File: config.mk
export PLATFORM = sky130hd
export DESIGN_NAME = ccu_snoop_bcast
export DESIGN_NICKNAME = d
export VERILOG_FILES = /design/src/rtl/ccu_pkg.sv /design/src/rtl/ccu_snoop_bcast.sv
export SDC_FILE = /design/constraint.sdc
export NUM_CORES = 1
export LEC_CHECK = 0
export CORE_AREA = 2 2 143 145
export CTS_CLUSTER_DIAMETER = 80
export DETAILED_ROUTE_END_ITERATION = 8
export DIE_AREA = 0 0 145 147
export HOLD_SLACK_MARGIN = 0.1
export PLACE_DENSITY_LB_ADDON = 0.05
export SLEW_MARGIN = 10
export SYNTH_ARGS = -nofsm -noshare
export SYNTH_HDL_FRONTEND = slang
export SYNTH_SLANG_ARGS = --single-unit
export TNS_END_PERCENT = 50
File: constraint.sdc
create_clock -name clk_i -period 2.3 [get_ports clk_i]
set_input_delay 0.46 -clock clk_i [delete_from_list [all_inputs] [get_ports clk_i]]
set_output_delay 0.46 -clock clk_i [all_outputs]
set_load 0.1 [all_outputs]
File: src/rtl/ccu_pkg.sv
// Shared types and constants for the CCU snoop path: CR response layout,
// snoop FSM states and the cache-line offset used to align snoop addresses.
package ccu_pkg;

    // Matches the D-cache line width of the attached cores (64-byte lines).
    localparam int unsigned DcacheLineWidth = 512;
    localparam int unsigned LineOffset      = $clog2(DcacheLineWidth / 8);

    localparam int unsigned CrDataTransfer = 0;
    localparam int unsigned CrError        = 1;
    localparam int unsigned CrPassDirty    = 2;
    localparam int unsigned CrIsShared     = 3;
    localparam int unsigned CrWasUnique    = 4;
    localparam int unsigned CrWidth        = 5;

    typedef struct packed {
        logic was_unique;
        logic is_shared;
        logic pass_dirty;
        logic error;
        logic data_transfer;
    } cr_resp_t;

    typedef enum logic [1:0] {IDLE, SNOOP, RESP, DATA} snoop_state_e;

endpackage

File: src/rtl/ccu_snoop_bcast.sv
// Broadcasts one snoop to all cached ports but the initiator, merges the CR
// responses and forwards CD data from a single port while draining the rest.
module ccu_snoop_bcast
    import ccu_pkg::*;
#(
    parameter int unsigned NoPorts      = 2,
    parameter int unsigned AxiAddrWidth = 64,
    parameter int unsigned CdDataWidth  = 64,
    parameter int unsigned IdxW         = (NoPorts > 1) ? $clog2(NoPorts) : 1
) (
    input  logic                           clk_i,
    input  logic                           rst_i,
    input  logic                           req_valid_i,
    output logic                           req_ready_o,
    input  logic [AxiAddrWidth-1:0]        req_addr_i,
    input  logic [3:0]                     req_snoop_i,
    input  logic [IdxW-1:0]                req_initiator_i,
    output logic [NoPorts-1:0]             ac_valid_o,
    input  logic [NoPorts-1:0]             ac_ready_i,
    output logic [AxiAddrWidth-1:0]        ac_addr_o,
    output logic [3:0]                     ac_snoop_o,
    input  logic [NoPorts-1:0]             cr_valid_i,
    output logic [NoPorts-1:0]             cr_ready_o,
    input  logic [CrWidth*NoPorts-1:0]     cr_resp_i,
    input  logic [NoPorts-1:0]             cd_valid_i,
    output logic [NoPorts-1:0]             cd_ready_o,
    input  logic [CdDataWidth*NoPorts-1:0] cd_data_i,
    input  logic [NoPorts-1:0]             cd_last_i,
    output logic                           rsp_valid_o,
    input  logic                           rsp_ready_i,
    output logic [CrWidth-1:0]             rsp_o,
    output logic                           data_valid_o,
    input  logic                           data_ready_i,
    output logic [CdDataWidth-1:0]         data_o,
    output logic                           data_last_o
);

    localparam logic [AxiAddrWidth-1:0] LineMask =
        ~((AxiAddrWidth'(1) << LineOffset) - AxiAddrWidth'(1));

    snoop_state_e            state_q, state_d;
    logic [AxiAddrWidth-1:0] addr_q, addr_d;
    logic [3:0]              snoop_q, snoop_d;
    logic [NoPorts-1:0]      ac_pend_q, ac_pend_d;
    logic [NoPorts-1:0]      cr_pend_q, cr_pend_d;
    // Ports still owing a CD line: the source plus every drained port.
    logic [NoPorts-1:0]      cd_pend_q, cd_pend_d;
    cr_resp_t                merge_q, merge_d;
    logic [IdxW-1:0]         src_q, src_d;
    logic                    src_set_q, src_set_d;

    logic [NoPorts-1:0]      targets;
    logic [NoPorts-1:0]      cr_hs;
    logic [NoPorts-1:0]      dt_vec;
    logic [CrWidth-1:0]      cr_or;
    logic [IdxW-1:0]         dt_first;

    assign ac_addr_o  = addr_q;
    assign ac_snoop_o = snoop_q;

    always_comb begin
        targets = '0;
        for (int p = 0; p < NoPorts; p++) begin
            targets[p] = (IdxW'(p) != req_initiator_i);
        end
    end

    always_comb begin
        state_d   = state_q;
        addr_d    = addr_q;
        snoop_d   = snoop_q;
        ac_pend_d = ac_pend_q;
        cr_pend_d = cr_pend_q;
        cd_pend_d = cd_pend_q;
        merge_d   = merge_q;
        src_d     = src_q;
        src_set_d = src_set_q;

        req_ready_o  = 1'b0;
        ac_valid_o   = '0;
        cr_ready_o   = '0;
        cd_ready_o   = '0;
        rsp_valid_o  = 1'b0;
        rsp_o        = merge_q;
        data_valid_o = 1'b0;
        data_o       = cd_data_i[src_q*CdDataWidth +: CdDataWidth];
        data_last_o  = 1'b0;

        cr_hs    = '0;
        dt_vec   = '0;
        cr_or    = '0;
        dt_first = '0;

        unique case (state_q)
            IDLE: begin
                req_ready_o = ~rst_i;
                if (req_valid_i) begin
                    addr_d    = req_addr_i & LineMask;
                    snoop_d   = req_snoop_i;
                    ac_pend_d = targets;
                    cr_pend_d = targets;
                    cd_pend_d = '0;
                    merge_d   = '0;
                    src_d     = '0;
                    src_set_d = 1'b0;
                    state_d   = SNOOP;
                end
            end
            SNOOP: begin
                ac_valid_o = ac_pend_q;
                ac_pend_d  = ac_pend_q & ~ac_ready_i;
                // Registered ac_pend keeps CR closed in the cycle of its own AC handshake.
                cr_ready_o = cr_pend_q & ~ac_pend_q;
                cr_hs      = cr_ready_o & cr_valid_i;
                for (int p = 0; p < NoPorts; p++) begin
                    if (cr_hs[p]) begin
                        cr_or     = cr_or | cr_resp_i[CrWidth*p +: CrWidth];
                        dt_vec[p] = cr_resp_i[CrWidth*p + CrDataTransfer];
                    end
                end
                for (int p = NoPorts - 1; p >= 0; p--) begin
                    if (dt_vec[p]) begin
                        dt_first = IdxW'(p);
                    end
                end
                merge_d   = cr_resp_t'(merge_q | cr_or);
                cr_pend_d = cr_pend_q & ~cr_hs;
                cd_pend_d = cd_pend_q | dt_vec;
                if (!src_set_q && (dt_vec != '0)) begin
                    src_set_d = 1'b1;
                    src_d     = dt_first;
                end
                if (cr_pend_d == '0) begin
                    state_d = RESP;
                end
            end
            RESP: begin
                rsp_valid_o = 1'b1;
                if (rsp_ready_i) begin
                    state_d = src_set_q ? DATA : IDLE;
                end
            end
            DATA: begin
                data_valid_o      = cd_valid_i[src_q] & cd_pend_q[src_q];
                data_last_o       = cd_last_i[src_q];
                cd_ready_o        = cd_pend_q;
                cd_ready_o[src_q] = data_ready_i & cd_pend_q[src_q];
                cd_pend_d         = cd_pend_q & ~(cd_valid_i & cd_ready_o & cd_last_i);
                if (cd_pend_d == '0) begin
                    state_d = IDLE;
                end
            end
            default: state_d = IDLE;
        endcase
    end

    always_ff @(posedge clk_i or posedge rst_i) begin
        if (rst_i) begin
            state_q   <= IDLE;
            addr_q    <= '0;
            snoop_q   <= '0;
            ac_pend_q <= '0;
            cr_pend_q <= '0;
            cd_pend_q <= '0;
            merge_q   <= '0;
            src_q     <= '0;
            src_set_q <= 1'b0;
        end else begin
            state_q   <= state_d;
            addr_q    <= addr_d;
            snoop_q   <= snoop_d;
            ac_pend_q <= ac_pend_d;
            cr_pend_q <= cr_pend_d;
            cd_pend_q <= cd_pend_d;
            merge_q   <= merge_d;
            src_q     <= src_d;
            src_set_q <= src_set_d;
        end
    end

endmodule

==> flow_summary.toml <==
[routing]
routedWlPerCell_microns = 18.07
drt_iter0_drc = 89
wirelength_microns = 19280
routed_via_density = 4.127
vias = 4404
drcViolationCount = 0
drt_first_pass_iters = 4
ant_nets = 0

[final_layout]
drive_gt1_share_pct = 30.65
nets = 1011
syn2layout_area_growth_pct = 119.5
utilization_pct = 44.65
fillerInstances = 1900

[floorplanning]
die_area_sq_um = 21320
core_sq_um = 19840
boundaryPins = 367
start_util_pct = 20.34
rows = 52
die_w_microns = 145
die_height_microns = 147

[timing]
drv_slew = 0
min_period_ns = 2.121
setup_violations = 0
hold_viol = 0
min_period_over_period_pct = 92.23
skew_ns = 0.004226
rsz0062_at_grt = "false"
timing.fmax_mhz = 471.4
hold_ws_ns = 0.4739

[worst_setup_path]
crit_fanout = 12
endpoint_kind = "output port"
arrival_ns = 1.66
critical_path.startpoint_type = "register"
cp_data_required_time_ns = 1.84
critPathKind = "reg -> out"

[global_routing]
grt_pass1_vias = 4440
grt_max_degree = 53
grt_util_all_layers_pct = 18.00
grt_pass1_wl_microns = 29090
antenna_found_initial = 0
grt-ovfl-total = 0

[clocking]
h-tree-depth = 3
post_cts_buffers = 0
clockRootBuffer = "clkbuf_16"
clock_latency_ns = 0.34
cts_buffers = 9
cts_sinks = 77
clkTransAtPathRegs_ns = 0.06
cts_max_path_buffers = 2
cts_hold_buf = 0
cts-resized-gates = 0
cts_tree = "built"

[synth]
postSynthCellCount = 444
synth_top_area_share_pct = 47.74
seq_area_frac_synth_pct = 47.74
ys.warnings.count = 0
synth_edf_count = 0
synthesis.area_sq_um = 4036
ys_seq_elements = 77
avgSynthCellArea_sq_um = 9.091
ys.flop_type = "dfrtp_1"
yosysTopAreaCell = "dfrtp_1"
yosys-top-cells-area = "dfrtp_1, mux2_2, nand2_1"
synth_common_cells = "nand2_1, dfrtp_1, mux2_2, buf_4, o21ai_0"
synthDistinctLibCells = 35
yosysMostFrequentCell = "nand2_1"
synthArstFlopShare_pct = 100.0

[placement]
place_congestion = 0.9053
port_buffers = 354
dp_hpwl_microns = 15540

[run_status]
outcome = "finished, final reports clean"

[pwr]
leakagePower_nw = 4.025
p_per_area_nw_per_um2 = 1635
ir_drop_mv = 1.013

[run]
cap_viol_max_count = 0

[min_path]
hp-class = "reg -> reg"
## cell families (layout without fill, tap and decap cells)
| family | Yosys count | in the layout | synth area share [%] |
|---|---|---|---|
| simple gates | 222 | 222 | 22.01 |
| flops | 77 | 77 | 47.74 |
| mux | 66 | 66 | 18.38 |
| buf+inv | 41 | 388 | 5.518 |
| compound gates | 37 | 37 | 6.262 |
| other cells | 1 | 7 | 0.09291 |
## metrics by stage
stage / worst slack (ns) / area [sq um] / instances / TNS (ns) / power [mW]
floorplan: -0.3240 / 4108 / 449 / -0.5690 / 9.841
global placement: 0.2445 / 8516 / 1050 / 0 / 12.88
detailed placement: 0.2382 / 8516 / 1050 / 0 / 12.95
CTS: 0.04735 / 8857 / 1066 / 0 / 14.64
global route: 0.1283 / 8859 / 1066 / 0 / 15.06
finish: 0.1787 / 8861 / 1067 / 0 / 14.49
## final timing paths
kind,startpoint,end,slack (ns),depth (start not counted)
worst max register to register,state_q[1],src_q,0.71,5
min in group asynchronous,rst_i,ac_addr_o[56],0.62,3
max in group asynchronous,rst_i,ac_addr_o[24],1.40,3
worst max-delay path,state_q[1],data_valid_o,0.18,3
worst min-delay path,ac_addr_o[29],ac_addr_o[29],0.47,2
worst min register to register,ac_addr_o[29],ac_addr_o[29],0.47,2
## report_power, final
| part | switching (mW) | leakage (nW) | internal (mW) |
|---|---|---|---|
| sequential | 0.400 | 0.964 | 1.97 |
| clock | 0.552 | 0.167 | 1.09 |
| combinational | 7.69 | 2.90 | 2.78 |
| total | 8.65 | 4.03 | 5.84 |
## state kept, by name (all words and copies together), names as in the netlist
signal / count
src_q: 1
cd_pend_q: 2
rsp_o: 5
ac_addr_o: 58
cr_pend_q: 2
src_set_q: 1
ac_pend_q: 2
state_q: 2
ac_snoop_o: 4
## cell usage in the layout (no fill, tap or decap), drive strengths merged, types with 2 or more instances in the layout
cell	Yosys	final
bufinv	0	3
clkdlybuf4s50	0	213
conb	1	6
a31oi	3	3
nand3	3	3
o21ai	14	14
nor2	7	7
dfrtp	77	77
nor3	6	6
buf	24	151
and3	2	2
inv	8	7
a22oi	5	5
nand2b	2	2
clkbuf	9	12
a2111oi	2	2
nor2b	4	4
and3b	2	2
nand2	194	194
mux2	65	65
a22o	3	3
## worst max-delay path, stage by stage (launching register included)
cell and delay, ns:
dfrtp_2 0.48, nand3_1 0.24, o32ai_2 0.38, buf_12 0.22
## cell type report
type                    instances  area (sq um)  share of cell area [%]
flip-flops and latches         77          1929                   21.77
inverters                       8         33.78                  0.3812
well taps                     270         337.8                   3.812
clock buffers                  12         246.5                   2.782
multi-input cells             331          1962                   22.14
diodes                          1         2.502                 0.02824
clock inverters                 4         95.09                   1.073
repair buffers                364          4254                   48.01
## per-layer routing
layer	global-route usage, %	wire [microns]
met4	5.396	261
met3	5.062	1499
met2	32.74	10190
met5	0	0
met1	20.56	7333
No activity file was read; power rests on OpenSTA's default activity.
